==> src/rtl/keypad_encoder_pkg.sv <==
// Shared definitions for the front-panel key encoder: FSM state encoding and
// an elaboration-time clog2 used to size the debounce counter.
package keypad_encoder_pkg;

  typedef logic [1:0] state_t;

  localparam state_t ST_IDLE         = 2'd0;
  localparam state_t ST_DEBOUNCE     = 2'd1;
  localparam state_t ST_REPORT       = 2'd2;
  localparam state_t ST_WAIT_RELEASE = 2'd3;

  function automatic int clog2(input int value);
    int v;
    int r;
    v = value - 1;
    r = 0;
    while (v > 0) begin
      r++;
      v = v >> 1;
    end
    return r;
  endfunction

endpackage

==> src/rtl/keypad_encoder_key_sync.sv <==
// Parametric-width two-flop synchroniser for asynchronous panel inputs.
module key_sync #(
  parameter int WIDTH = 1
) (
  input  logic             CLK,
  input  logic             RST_N,
  input  logic [WIDTH-1:0] d,
  output logic [WIDTH-1:0] q
);

  logic [WIDTH-1:0] r_meta;
  logic [WIDTH-1:0] r_sync;

  always_ff @(posedge CLK or negedge RST_N) begin
    if (!RST_N) begin
      r_meta <= '0;
      r_sync <= '0;
    end else begin
      r_meta <= d;
      r_sync <= r_meta;
    end
  end

  assign q = r_sync;

endmodule

==> src/rtl/keypad_encoder.sv <==
// Debounced single-key encoder with VALID/ACK handshake: one report per press,
// multi-key presses flagged on MULTI and never reported.
module keypad_encoder
  import keypad_encoder_pkg::*;
#(
  parameter int N_KEYS          = 10,
  parameter int CODE_W          = 4,
  parameter int DEBOUNCE_CYCLES = 4
) (
  input  logic              CLK,
  input  logic              RST_N,
  input  logic [N_KEYS-1:0] KEYS,
  input  logic              EN,
  input  logic              ACK,
  output logic [CODE_W-1:0] CODE,
  output logic              DATA_VALID,
  output logic              MULTI
);

  localparam int CNT_W = (clog2(DEBOUNCE_CYCLES + 1) < 1) ? 1 : clog2(DEBOUNCE_CYCLES + 1);
  localparam logic [CNT_W-1:0]  CNT_MAX  = CNT_W'(DEBOUNCE_CYCLES);
  localparam logic [CNT_W-1:0]  CNT_LAST = CNT_W'(DEBOUNCE_CYCLES - 1);
  localparam logic [CNT_W-1:0]  CNT_ONE  = CNT_W'(1);
  localparam logic [N_KEYS-1:0] KEY_ONE  = N_KEYS'(1);

  function automatic logic f_is_onehot(input logic [N_KEYS-1:0] v);
    return (v != '0) && ((v & (v - KEY_ONE)) == '0);
  endfunction

  function automatic logic f_is_multi(input logic [N_KEYS-1:0] v);
    return (v & (v - KEY_ONE)) != '0;
  endfunction

  function automatic logic [CODE_W-1:0] f_key_index(input logic [N_KEYS-1:0] v);
    logic [CODE_W-1:0] idx;
    idx = '0;
    for (int i = 0; i < N_KEYS; i++) begin
      if (v[i]) idx = CODE_W'(i);
    end
    return idx;
  endfunction

  function automatic logic [CNT_W-1:0] f_sat_inc(input logic [CNT_W-1:0] c);
    return (c >= CNT_MAX) ? c : c + CNT_ONE;
  endfunction

  logic [N_KEYS-1:0] w_ks;
  logic              w_onehot;
  logic              w_multi_key;
  logic [CODE_W-1:0] w_idx;

  state_t            r_state,  w_state_nxt;
  logic [CNT_W-1:0]  r_cnt,    w_cnt_nxt;
  logic [CODE_W-1:0] r_cand,   w_cand_nxt;
  logic [CODE_W-1:0] r_code,   w_code_nxt;
  logic              r_valid,  w_valid_nxt;
  logic              r_multi,  w_multi_nxt;

  key_sync #(.WIDTH(N_KEYS)) u_key_sync (
    .CLK   (CLK),
    .RST_N (RST_N),
    .d     (KEYS),
    .q     (w_ks)
  );

  assign w_onehot    = f_is_onehot(w_ks);
  assign w_multi_key = f_is_multi(w_ks);
  assign w_idx       = f_key_index(w_ks);

  always_comb begin
    w_state_nxt = r_state;
    w_cnt_nxt   = r_cnt;
    w_cand_nxt  = r_cand;
    w_code_nxt  = r_code;
    w_valid_nxt = r_valid;
    w_multi_nxt = r_multi;
    // A pending report is always delivered, so EN only gates the other states.
    if (!EN && (r_state != ST_REPORT)) begin
      w_state_nxt = ST_IDLE;
      w_cnt_nxt   = '0;
      w_multi_nxt = 1'b0;
    end else begin
      case (r_state)
        ST_IDLE: begin
          if (w_onehot) begin
            w_cand_nxt = w_idx;
            if (DEBOUNCE_CYCLES == 1) begin
              w_code_nxt  = w_idx;
              w_valid_nxt = 1'b1;
              w_cnt_nxt   = '0;
              w_state_nxt = ST_REPORT;
            end else begin
              w_cnt_nxt   = CNT_ONE;
              w_state_nxt = ST_DEBOUNCE;
            end
          end else if (w_multi_key) begin
            w_multi_nxt = 1'b1;
            w_cnt_nxt   = '0;
            w_state_nxt = ST_WAIT_RELEASE;
          end
        end
        ST_DEBOUNCE: begin
          if (w_ks == '0) begin
            w_cnt_nxt   = '0;
            w_state_nxt = ST_IDLE;
          end else if (w_multi_key) begin
            w_multi_nxt = 1'b1;
            w_cnt_nxt   = '0;
            w_state_nxt = ST_WAIT_RELEASE;
          end else if (w_idx == r_cand) begin
            if (r_cnt >= CNT_LAST) begin
              w_code_nxt  = r_cand;
              w_valid_nxt = 1'b1;
              w_cnt_nxt   = '0;
              w_state_nxt = ST_REPORT;
            end else begin
              w_cnt_nxt = f_sat_inc(r_cnt);
            end
          end else begin
            w_cand_nxt = w_idx;
            w_cnt_nxt  = CNT_ONE;
          end
        end
        ST_REPORT: begin
          if (ACK) begin
            w_valid_nxt = 1'b0;
            w_cnt_nxt   = '0;
            w_state_nxt = ST_WAIT_RELEASE;
          end
        end
        ST_WAIT_RELEASE: begin
          // Counting zero samples here is what blocks auto-repeat of a held key.
          if (w_ks != '0) begin
            w_cnt_nxt = '0;
          end else if (r_cnt >= CNT_LAST) begin
            w_cnt_nxt   = '0;
            w_multi_nxt = 1'b0;
            w_state_nxt = ST_IDLE;
          end else begin
            w_cnt_nxt = f_sat_inc(r_cnt);
          end
        end
        default: begin
          w_state_nxt = ST_IDLE;
          w_cnt_nxt   = '0;
        end
      endcase
    end
  end

  always_ff @(posedge CLK or negedge RST_N) begin
    if (!RST_N) begin
      r_state <= ST_IDLE;
      r_cnt   <= '0;
      r_cand  <= '0;
      r_code  <= '0;
      r_valid <= 1'b0;
      r_multi <= 1'b0;
    end else begin
      r_state <= w_state_nxt;
      r_cnt   <= w_cnt_nxt;
      r_cand  <= w_cand_nxt;
      r_code  <= w_code_nxt;
      r_valid <= w_valid_nxt;
      r_multi <= w_multi_nxt;
    end
  end

  assign CODE       = r_code;
  assign DATA_VALID = r_valid;
  assign MULTI      = r_multi;

endmodule
==> config.mk <==
export PLATFORM = sky130hd
export DESIGN_NAME = keypad_encoder
export DESIGN_NICKNAME = d
export VERILOG_FILES = /design/src/rtl/keypad_encoder_pkg.sv /design/src/rtl/keypad_encoder_key_sync.sv /design/src/rtl/keypad_encoder.sv
export SDC_FILE = /design/constraint.sdc
export NUM_CORES = 1
export LEC_CHECK = 0
export CORE_AREA = 2 2 76 49
export CTS_CLUSTER_SIZE = 40
export DETAILED_ROUTE_END_ITERATION = 10
export DIE_AREA = 0 0 78 51
export PLACE_DENSITY = 0.86
export SYNTH_ARGS = -nofsm -noshare
export SYNTH_HDL_FRONTEND = slang
export SYNTH_SLANG_ARGS = --single-unit
==> constraint.sdc <==
create_clock -name CLK -period 3.7 [get_ports CLK]
set_input_delay 1.11 -clock CLK [delete_from_list [all_inputs] [get_ports CLK]]
set_output_delay 1.11 -clock CLK [all_outputs]
set_load 0.05 [all_outputs]
==> results of run 1 <==
==> cell usage in the layout, fill, tap and decap left out, types with 2 or more instances in the layout <==
| cell | synthesis | final |
|---|---|---|
| dfrtp_1 | 35 | 35 |
| clkdlybuf4s50_1 | 0 | 19 |
| nor2_1 | 17 | 17 |
| nand2_1 | 11 | 11 |
| nor3_1 | 9 | 9 |
| inv_1 | 7 | 7 |
| o21ai_0 | 7 | 7 |
| mux2_2 | 6 | 6 |
| a21oi_1 | 5 | 5 |
| nand3_1 | 5 | 5 |
| clkbuf_8 | 0 | 5 |
| mux2i_1 | 4 | 4 |
| nand2b_1 | 3 | 3 |
| nor2b_1 | 3 | 3 |
| nor4_1 | 3 | 3 |
| ha_1 | 3 | 3 |
| and3_1 | 2 | 2 |
| maj3_1 | 2 | 2 |
| a211oi_1 | 2 | 2 |
| o311ai_0 | 2 | 2 |
| a32oi_1 | 2 | 2 |
| o211ai_1 | 2 | 2 |
==> power groups by stage <==
stage          clock network, W  registers [W]  logic, W
2_1_floorplan                 0       0.000456  0.000133
3_3_place_gp                  0       0.000467  0.000171
3_5_place_dp                  0       0.000473  0.000179
4_1_cts                0.000277       0.000465  0.000180
5_1_grt                0.000294       0.000472  0.000201
6_report               0.000267       0.000467  0.000182
==> worst register-to-register path, cell delays in order, from the launching register on <==
cell	delay [ns]
dfrtp_1	0.52
or4_4	0.60
o41ai_4	0.22
a21oi_2	0.14
nor4b_4	0.35
nor3b_4	0.36
mux2_2	0.38
==> worst max path at each step <==
| stage | from | endpoint | slack [ns] |
|---|---|---|---|
| 3_5_place_dp | EN | CODE[3]$_DFFE_PN0P_ | 0.69 |
| 2_1_floorplan | u_key_sync.q[4]$_DFF_PN0_ | CODE[0]$_DFFE_PN0P_ | 1.28 |
| 3_3_place_gp | EN | CODE[1]$_DFFE_PN0P_ | 0.76 |
| 5_1_grt | u_key_sync.q[8]$_DFF_PN0_ | CODE[3]$_DFFE_PN0P_ | 0.86 |
| 6_report | EN | CODE[3]$_DFFE_PN0P_ | 0.95 |
| 4_1_cts | EN | CODE[3]$_DFFE_PN0P_ | 0.95 |
==> through the flow <==
stage,std cells,hold WS (ns)
6_report,229,0.349
3_3_place_gp,221,0.332
3_5_place_dp,221,0.336
2_1_floorplan,162,0.331
4_1_cts,229,0.351
5_1_grt,229,0.354
==> flip-flops by register name, indices dropped and copies added (netlist names) <==
register,flops
u_key_sync.q,10
u_key_sync.r_meta,10
CODE,4
r_cand,4
r_cnt,3
r_state,2
DATA_VALID,1
MULTI,1
==> cell families (layout without fill, tap and decap cells) <==
group           Yosys count  after routing  synth area share, %
buf+inv                  15             35                 3.71
flops                    35             35                 50.9
simple gates             60             60                 18.8
fa+ha+maj                 5              5                 3.34
xor+xnor                  1              1                0.509
mux                      10             10                 6.25
compound gates           36             36                 16.5
==> layout make-up <==
type / instances / area (sq um)
clock buffer: 6 / 72.6
clock inverter: 2 / 12.5
fill: 288 / 1380
inverter: 7 / 26.3
multi-input combinational: 112 / 782
sequential: 35 / 876
tap: 47 / 58.8
timing repair buffer: 20 / 198
==> layer usage <==
metal  part of all wire (%)  GRT usage [%]  vias to the layer above
met5                      0              0                        -
met4                   0.98           6.73                        0
met2                     48           32.6                       73
met1                     42           23.5                      641
met3                    8.6           7.95                        4
li1                       -              -                      626
==> results.yml, run 1 <==
layout:
  drive_above_1_share_pct: 11.5
  antennaDiodeCount: 0
  nets: 198
  fin_area_sq_um: 2030
  final_util_pct: 59.5
  area_delta_synth_final_pct: 17.7
setup_path:
  slowest_delay_ns: 0.58
  critPathMaxFanout: 7
  r2r_slack_ns: 1.01
  cp.depth: 6
  crit_type: "primary input to register"
  worstPathRequired_ns: 3.88
  r2r_cells: 6
  reg2reg_to: "CODE[3]$_DFFE_PN0P_"
  cp-start-kind: "primary input"
  arrival_ns: 2.92
  worst-path-buf-inv: 1
  rr_startpoint: "u_key_sync.q[8]$_DFF_PN0_"
  path_cells: "clkdlybuf4s50_1 -> nand2_1 -> nor2_1 -> nor4b_4 -> nor3b_4 -> mux2_2"
  crit_family: "simple AND/OR/NAND/NOR gates"
  cp_slowest_cell: "clkdlybuf4s50_1"
  crit_path_end_kind: "register"
grt:
  track_usage_pct: 19.6
  grt_pass1_wl_um: 5860
  overflow: 0
  grt_pass1_vias: 1332
  grt_antenna_before_repair: 0
  grt_max_degree: 36
flow_run:
  drv_cap: 0
timing:
  rsz0062_at_grt: "no"
  timing.final.ws_setup_ns: 0.951
  fin_crit_sh_pct: 74.3
  fmax_ghz: 0.364
  fin_worst_skew_ns: 0.00273
  tightest_slew_ns: 1.06
  setup_tns_ns: 0
  finalSetupViolations: 0
  period_needed_ns: 2.75
  hold_violations: 0
  slew_headroom_pct: 28.8
  maxSlewViolCount: 0
floorplanning:
  core_sq_um: 3400
  initial_utilization_pct: 50.6
  core.rowCount: 17
  die_w_um: 78
  ios: 20
  die_h_um: 51
  die_area_sq_um: 3980
pwr:
  internal_power_w: 0.000621
  p_sw_share_pct: 32.2
  p_leak_nw: 0.861
  p_comb_share_pct: 19.9
  clockPowerShare_pct: 29.2
  seqPwrFrac_pct: 50.9
  total_power_w: 0.000916
  peakVddDrop_v: 0.000214
  p_sw_w: 0.000295
  p_per_area_nw_per_um2: 452
place:
  dp.final_hpwl_um: 2520
  io_buffers: 19
  placedInstanceArea_sq_um: 1940
  pre_cts_ws_ns: 0.693
  gp_congestion: 0.969
routing:
  post_drt_wl_per_cell_um: 15.2
  vias: 1344
  drt.antenna.violating_nets: 0
  totalWireLength_um: 3470
  vias_per_cell: 5.87
  drc: 0
  dr.pass1.iters: 4
  drtIter0Drc: 148
clock_tree:
  cts_max_level: 2
  clkTransAtPathRegs_ns: 0.07
  cts_tree: "done"
  ctsRootBufferMaster: "clkbuf_8"
  cts_buffers: 5
  post_cts_buffers: 0
  insertion_delay_ns: 0.29
  clk_path_buf_depth: 2
  cts_resized: 0
  holdBufCountCts: 0
  cts_sinks: 35
worst_hold_path:
  worstHoldPathType: "register to register"
  min_from: "u_key_sync.r_meta[5]$_DFF_PN0_"
  whs_endpoint: "u_key_sync.q[5]$_DFF_PN0_"
  holdPathStages: 0
yosys:
  yosys-top-cells-count: "dfrtp_1 (35), nor2_1 (17), nand2_1 (11)"
  netlist_instances: 162
  synth_top_area_cell: "dfrtp_1"
  synth.area.top_cells: "dfrtp_1 (51%), mux2_2 (3.9%), nor2_1 (3.7%)"
  synth.cell_area_sq_um: 1720
  synth_top_area_share_pct: 50.9
  synth_most_common_cell: "dfrtp_1"
  synth_cell_types: 46
  synth-edff-count: 0
  ys_seq_area_share_pct: 50.9
  ys_dominant_reg_cell: "dfrtp_1"
  yosysWarnings: 0
  ys_ff_latch: 35
  async_reset_ff_share_pct: 100
  avgSynthCellArea_sq_um: 10.6
  synth_fp_nets: 179
outcome:
  status: "complete, no violations"
Note: power is estimated with default switching activity, not from simulation.
==> inputs of run 2 (changes only) <==
Clock period 3.7 ns to 2.7 ns, I/O delays scaled along.
==> run 2 against run 1 <==
Non-clock buffer count grew 5. Clock power grew 69%. Register-to-register slack lost 0.93 ns. Final cell count grew 1.7%. Hold slack is essentially flat. Combinational power grew 42%. First-iteration DRC count shrank 30%. Critical path type is now register to register. Highest routed layer unchanged.
==> results.yml, run 2 (synthesis results as in run 1) <==
setup_path:
  crit_path_end_kind: "register"
  arrival_ns: 2.79
  worstPathRequired_ns: 2.87
  cp-start-kind: "register"
  crit_type: "register to register"
  critPathMaxFanout: 9
grt:
  overflow: 0
  grt_pass1_vias: 1353
  grt_max_degree: 36
  track_usage_pct: 20.3
  grt_antenna_before_repair: 0
  grt_pass1_wl_um: 6040
routing:
  post_drt_wl_per_cell_um: 15.4
  drt.antenna.violating_nets: 0
  highest_layer: "met4"
  vias_per_cell: 5.80
  drc: 0
  dr.pass1.iters: 4
  drtIter0Drc: 104
  totalWireLength_um: 3590
  route.met3.wl_um: 306
  dr_wl_met2_um: 1700
  vias: 1351
  met1_length_um: 1540
clock_tree:
  ctsRootBufferMaster: "clkbuf_8"
  holdBufCountCts: 0
  clk_path_buf_depth: 2
  cts_buffers: 5
  cts_max_level: 2
  cts_sinks: 35
  clkTransAtPathRegs_ns: 0.07
  post_cts_buffers: 0
  cts_resized: 0
  insertion_delay_ns: 0.28
  cts_tree: "done"
timing:
  slew_headroom_pct: 58.3
  finalSetupViolations: 0
  hold_violations: 0
  tightest_slew_ns: 0.620
  rsz0062_at_grt: "no"
  setup_tns_ns: 0
  fin_crit_sh_pct: 97.0
  fmax_ghz: 0.382
  holdWs_ns: 0.349
  maxSlewViolCount: 0
  timing.final.ws_setup_ns: 0.0808
  fin_worst_skew_ns: 0.00155
  period_needed_ns: 2.62
layout:
  final_common_cell: "dfrtp_1"
  antennaDiodeCount: 0
  area_delta_synth_final_pct: 21.1
  layout_common_cells: "dfrtp_1 (34), clkdlybuf4s50_1 (19), nor2_1 (17)"
  fillers: 273
  nets: 203
  drive_above_1_share_pct: 14.5
outcome:
  status: "complete, no violations"
floorplanning:
  core_sq_um: 3400
  initial_utilization_pct: 50.6
  die_w_um: 78
  die_area_sq_um: 3980
  ios: 20
  die_h_um: 51
  core.rowCount: 17
pwr:
  p_leak_nw: 0.893
  p_per_area_nw_per_um2: 644
  peakVddDrop_v: 0.000398
place:
  pre_cts_ws_ns: 0.0846
  dp.final_hpwl_um: 2670
  gp_congestion: 0.961
  io_buffers: 19
worst_hold_path:
  worstHoldPathType: "register to register"
flow_run:
  drv_cap: 0
-- run 2: path summary, 6_finish.rpt --
check                                                from                   endpoint  slack (ns)  cells past startpoint
min                        u_key_sync.r_meta[9]$_DFF_PN0_  u_key_sync.q[9]$_DFF_PN0_        0.35                      0
max                             u_key_sync.q[4]$_DFF_PN0_      r_cand[1]$_DFFE_PN0P_        0.08                      6
min in group asynchronous                           RST_N  u_key_sync.q[4]$_DFF_PN0_        0.93                      2
max reg2reg                     u_key_sync.q[4]$_DFF_PN0_      r_cand[1]$_DFFE_PN0P_        0.08                      6
min reg2reg                u_key_sync.r_meta[9]$_DFF_PN0_  u_key_sync.q[9]$_DFF_PN0_        0.35                      0
max in group asynchronous                           RST_N  u_key_sync.q[4]$_DFF_PN0_        1.45                      2
-- run 2: metrics by stage --
step           util (%)  power (W)  instance area, sq um  cells
2_1_floorplan         -   0.000808                  1720    162
3_3_place_gp       58.1   0.000878                  1980    226
3_5_place_dp       58.1   0.000897                  1980    226
4_1_cts            61.3    0.00135                  2080    233
5_1_grt            61.3    0.00141                  2090    233
6_report           61.3    0.00134                  2090    233
-- run 2: critical path: stages, from the launching register on --
cell	delay, ns
dfrtp_2	0.46
or4_4	0.54
o41ai_4	0.25
a21oi_2	0.15
nor3_1	0.49
o211ai_1	0.28
mux2_2	0.33
-- run 2: per-layer routing --
layer  global-route usage, %  vias to the layer above
li1                        -                      637
met1                    24.3                      645
met2                    31.9                       61
met3                    8.48                        8
met4                    9.94                        0
met5                       0                        -
-- run 2: power by group --
group          leakage [nW]  switching [W]  internal (W)
clock network        0.0502       0.000180      0.000269
logic                 0.418       0.000149      0.000109
registers             0.425      0.0000706      0.000565
-- run 2: layout make-up --
type,count,area [sq um],area share [%]
flip-flops and latches,35,877,42.1
multi-input cells,112,782,37.5
repair buffers,25,235,11.3
clock buffers,5,68.8,3.30
well taps,47,58.8,2.82
clock inverters,2,37.5,1.80
inverters,7,26.3,1.26
==> patch: new RTL, flow settings as in run 1 <==
The parameter `DEBOUNCE_CYCLES` goes from 4 to 8.
--- a/src/rtl/keypad_encoder.sv
+++ b/src/rtl/keypad_encoder.sv
@@ -5,7 +5,7 @@
 #(
   parameter int N_KEYS          = 10,
   parameter int CODE_W          = 4,
-  parameter int DEBOUNCE_CYCLES = 4
+  parameter int DEBOUNCE_CYCLES = 8
 ) (
   input  logic              CLK,
   input  logic              RST_N,
Check against the original RTL: not equivalent (a bounded check fails within 10 cycles, from zero or initial values and one cycle with RST_N low).
==> patch against run 1 <==
Clock skew grew 4.2 ps. First-iteration DRC count shrank 25%. Maximum frequency grew 3.2%. Critical path depth shrank 2. Final area shrank 3.4%. Total power shrank 6.4%. Worst hold slack is essentially flat. Worst setup slack gained 85 ps. Register-to-register slack gained 30 ps. Sequential cell count grew 1. Wire length shrank 9.9%. Synthesized cell count shrank 6.8%. Area after synthesis shrank 3.7%.
==> patch: results (changes against run 1) <==
STA
  • Worst clock skew: 6.95 ps (was 2.73 ps)
  • Actual slew at the worst max-slew pin: 567 ps (was 1060 ps)

Clock network
  • Resize count post-CTS: 0 (unchanged)
  • Post-CTS Setup Bufs: 0 (unchanged)
  • Total CTS buffers: 5 (unchanged)
  • Clock root buffer: clkbuf_8 (unchanged)
  • Worst-Skew Late Latency: 290 ps (about the same)
  • H-Tree Depth: 2 (unchanged)
  • CTS clock-pin slew for the worst setup and hold paths: 70 ps (about the same)
  • Worst-case clock buffer depth: 2 (unchanged)

Placed design
  • Port Buffers: 19 (unchanged)
  • Area of placed instances: 0.00188 sq mm (was 0.00194 sq mm)
  • Placed cells: 211 (was 221)
  • DP HPWL: 2.28 mm (was 2.52 mm)
  • Routability congestion estimate: 0.892 (was 0.969)
  • Pre-CTS setup slack: 738 ps (was 693 ps)

Critical path
  • Critical Path Source: EN (unchanged)
  • Arrival @ worst endpoint: 2840 ps (was 2920 ps)
  • Crit-path max FO: 10 (was 7)
  • FF-to-FF Start: u_key_sync.q[5]$_DFF_PN0_ (was u_key_sync.q[8]$_DFF_PN0_)

Synth
  • Synth warnings: 0 (unchanged)
  • Synth Instances: 151 (was 162)
  • Fraction of registers with async set/reset: 100% (unchanged)
  • Seq/Total Area, Yosys: 54.3% (was 50.9%)
  • Top cells by count, synth: dfrtp_1 (36), nand2_1 (11), a21oi_1 (10) (was dfrtp_1 (35), nor2_1 (17), nand2_1 (11))
  • Synth Net Count: 167 (was 179)
  • Synth top area cells: dfrtp_1 (54%), mux2_2 (3.4%), a21oi_1 (3.0%), nand2_1 (2.5%), nor3_1 (2.4%) (was dfrtp_1 (51%), mux2_2 (3.9%), nor2_1 (3.7%), nor3_1 (2.6%), nand2_1 (2.4%))
  • Distinct cells, synth: 44 (was 46)

GRT
  • Met3 usage: 6.18% (was 7.95%)
  • Grt met2 use: 26.9% (was 32.6%)
  • Met1 Resource Use GR: 20.9% (was 23.5%)
  • Largest net degree at the start of global routing: 37 (was 36)
  • Total track usage: 17.3% (was 19.6%)
  • Vias in the first global route: 1151 (was 1332)
  • First-pass GRT wire length: 5.11 mm (was 5.86 mm)
  • Antenna violations before repair: 0 (unchanged)

Power
  • Leak Pwr: 0.000823 uW (was 0.000861 uW)
  • Maximum resistive drop on vdd: 0.000290 V (was 0.000214 V)

Min path
  • Hold WC Path Type: reg2reg (unchanged)
  • Hold Path Origin: u_key_sync.r_meta[1]$_DFF_PN0_ (was u_key_sync.r_meta[5]$_DFF_PN0_)

Routing
  • WL final: 3.13 mm (was 3.47 mm)
  • Drt pass-1 iters: 4 (unchanged)
  • M1 wire length: 1.35 mm (was 1.47 mm)
  • Via count: 1256 (was 1344)
  • Initial DRC Count: 111 (was 148)
  • Met3 WL: 280 um (was 300 um)
  • Met2 Routed Length: 1.43 mm (was 1.67 mm)
  • Avg WL per Cell: 14.4 um (was 15.2 um)
  • Highest routed layer: met4 (unchanged)

Finish
  • Layout cells sized above 1: 11.1% (was 11.5%)
  • Ant diodes: 0 (unchanged)
  • Nets: 187 (was 198)

Run status
  • Outcome: complete, no violations (unchanged)
[patch: cell count changes in the layout (fill, tap and decap cells not counted), sizes merged, moves of 2 or more]
cell	run 1	this run
o31ai	0	4
a21oi	6	10
nor2b	3	5
nor2	17	7
mux2i	4	1
a22o	0	4
a32oi	2	0
[patch: cell families (layout without fill, tap and decap cells)]
logic type / after synthesis / in the layout / share of synthesized area, %
fa+ha+maj: 3 / 3 / 2.11
buf+inv: 13 / 33 / 3.47
compound gates: 43 / 43 / 19.2
simple gates: 49 / 49 / 16.4
flops: 36 / 36 / 54.3
mux: 6 / 6 / 4.00
xor+xnor: 1 / 1 / 0.528
[patch: power by group]
part	total [uW]	internal, uW	leakage (uW)	switching (uW)
clock	255	128	0.0000410	128
combinational	139	58.6	0.000335	80.8
sequential	463	420	0.000447	42.5
total	858	607	0.000823	251
[patch: worst paths after layout]
kind | cells after the start | slack (ps) | to
max in group asynchronous | 2 | 2150 | u_key_sync.r_meta[3]$_DFF_PN0_
max | 4 | 1040 | CODE[3]$_DFFE_PN0P_
max reg2reg | 6 | 1040 | CODE[3]$_DFFE_PN0P_
min in group asynchronous | 2 | 1230 | CODE[3]$_DFFE_PN0P_
min reg2reg | 0 | 350 | u_key_sync.q[1]$_DFF_PN0_
min | 0 | 350 | u_key_sync.q[1]$_DFF_PN0_
[patch: worst max-delay path: stages]
cell and delay [ps]:
clkdlybuf4s50_1 660, nand2_1 220, nor4_4 460, mux2_2 380
[patch: cell type report]
type | count | area, sq um
fill | 284 | 1450
clock buffer | 6 | 72.6
tap | 47 | 58.8
multi-input combinational | 102 | 699
sequential | 36 | 901
clock inverter | 1 | 5.00
inverter | 6 | 22.5
timing repair buffer | 20 | 198
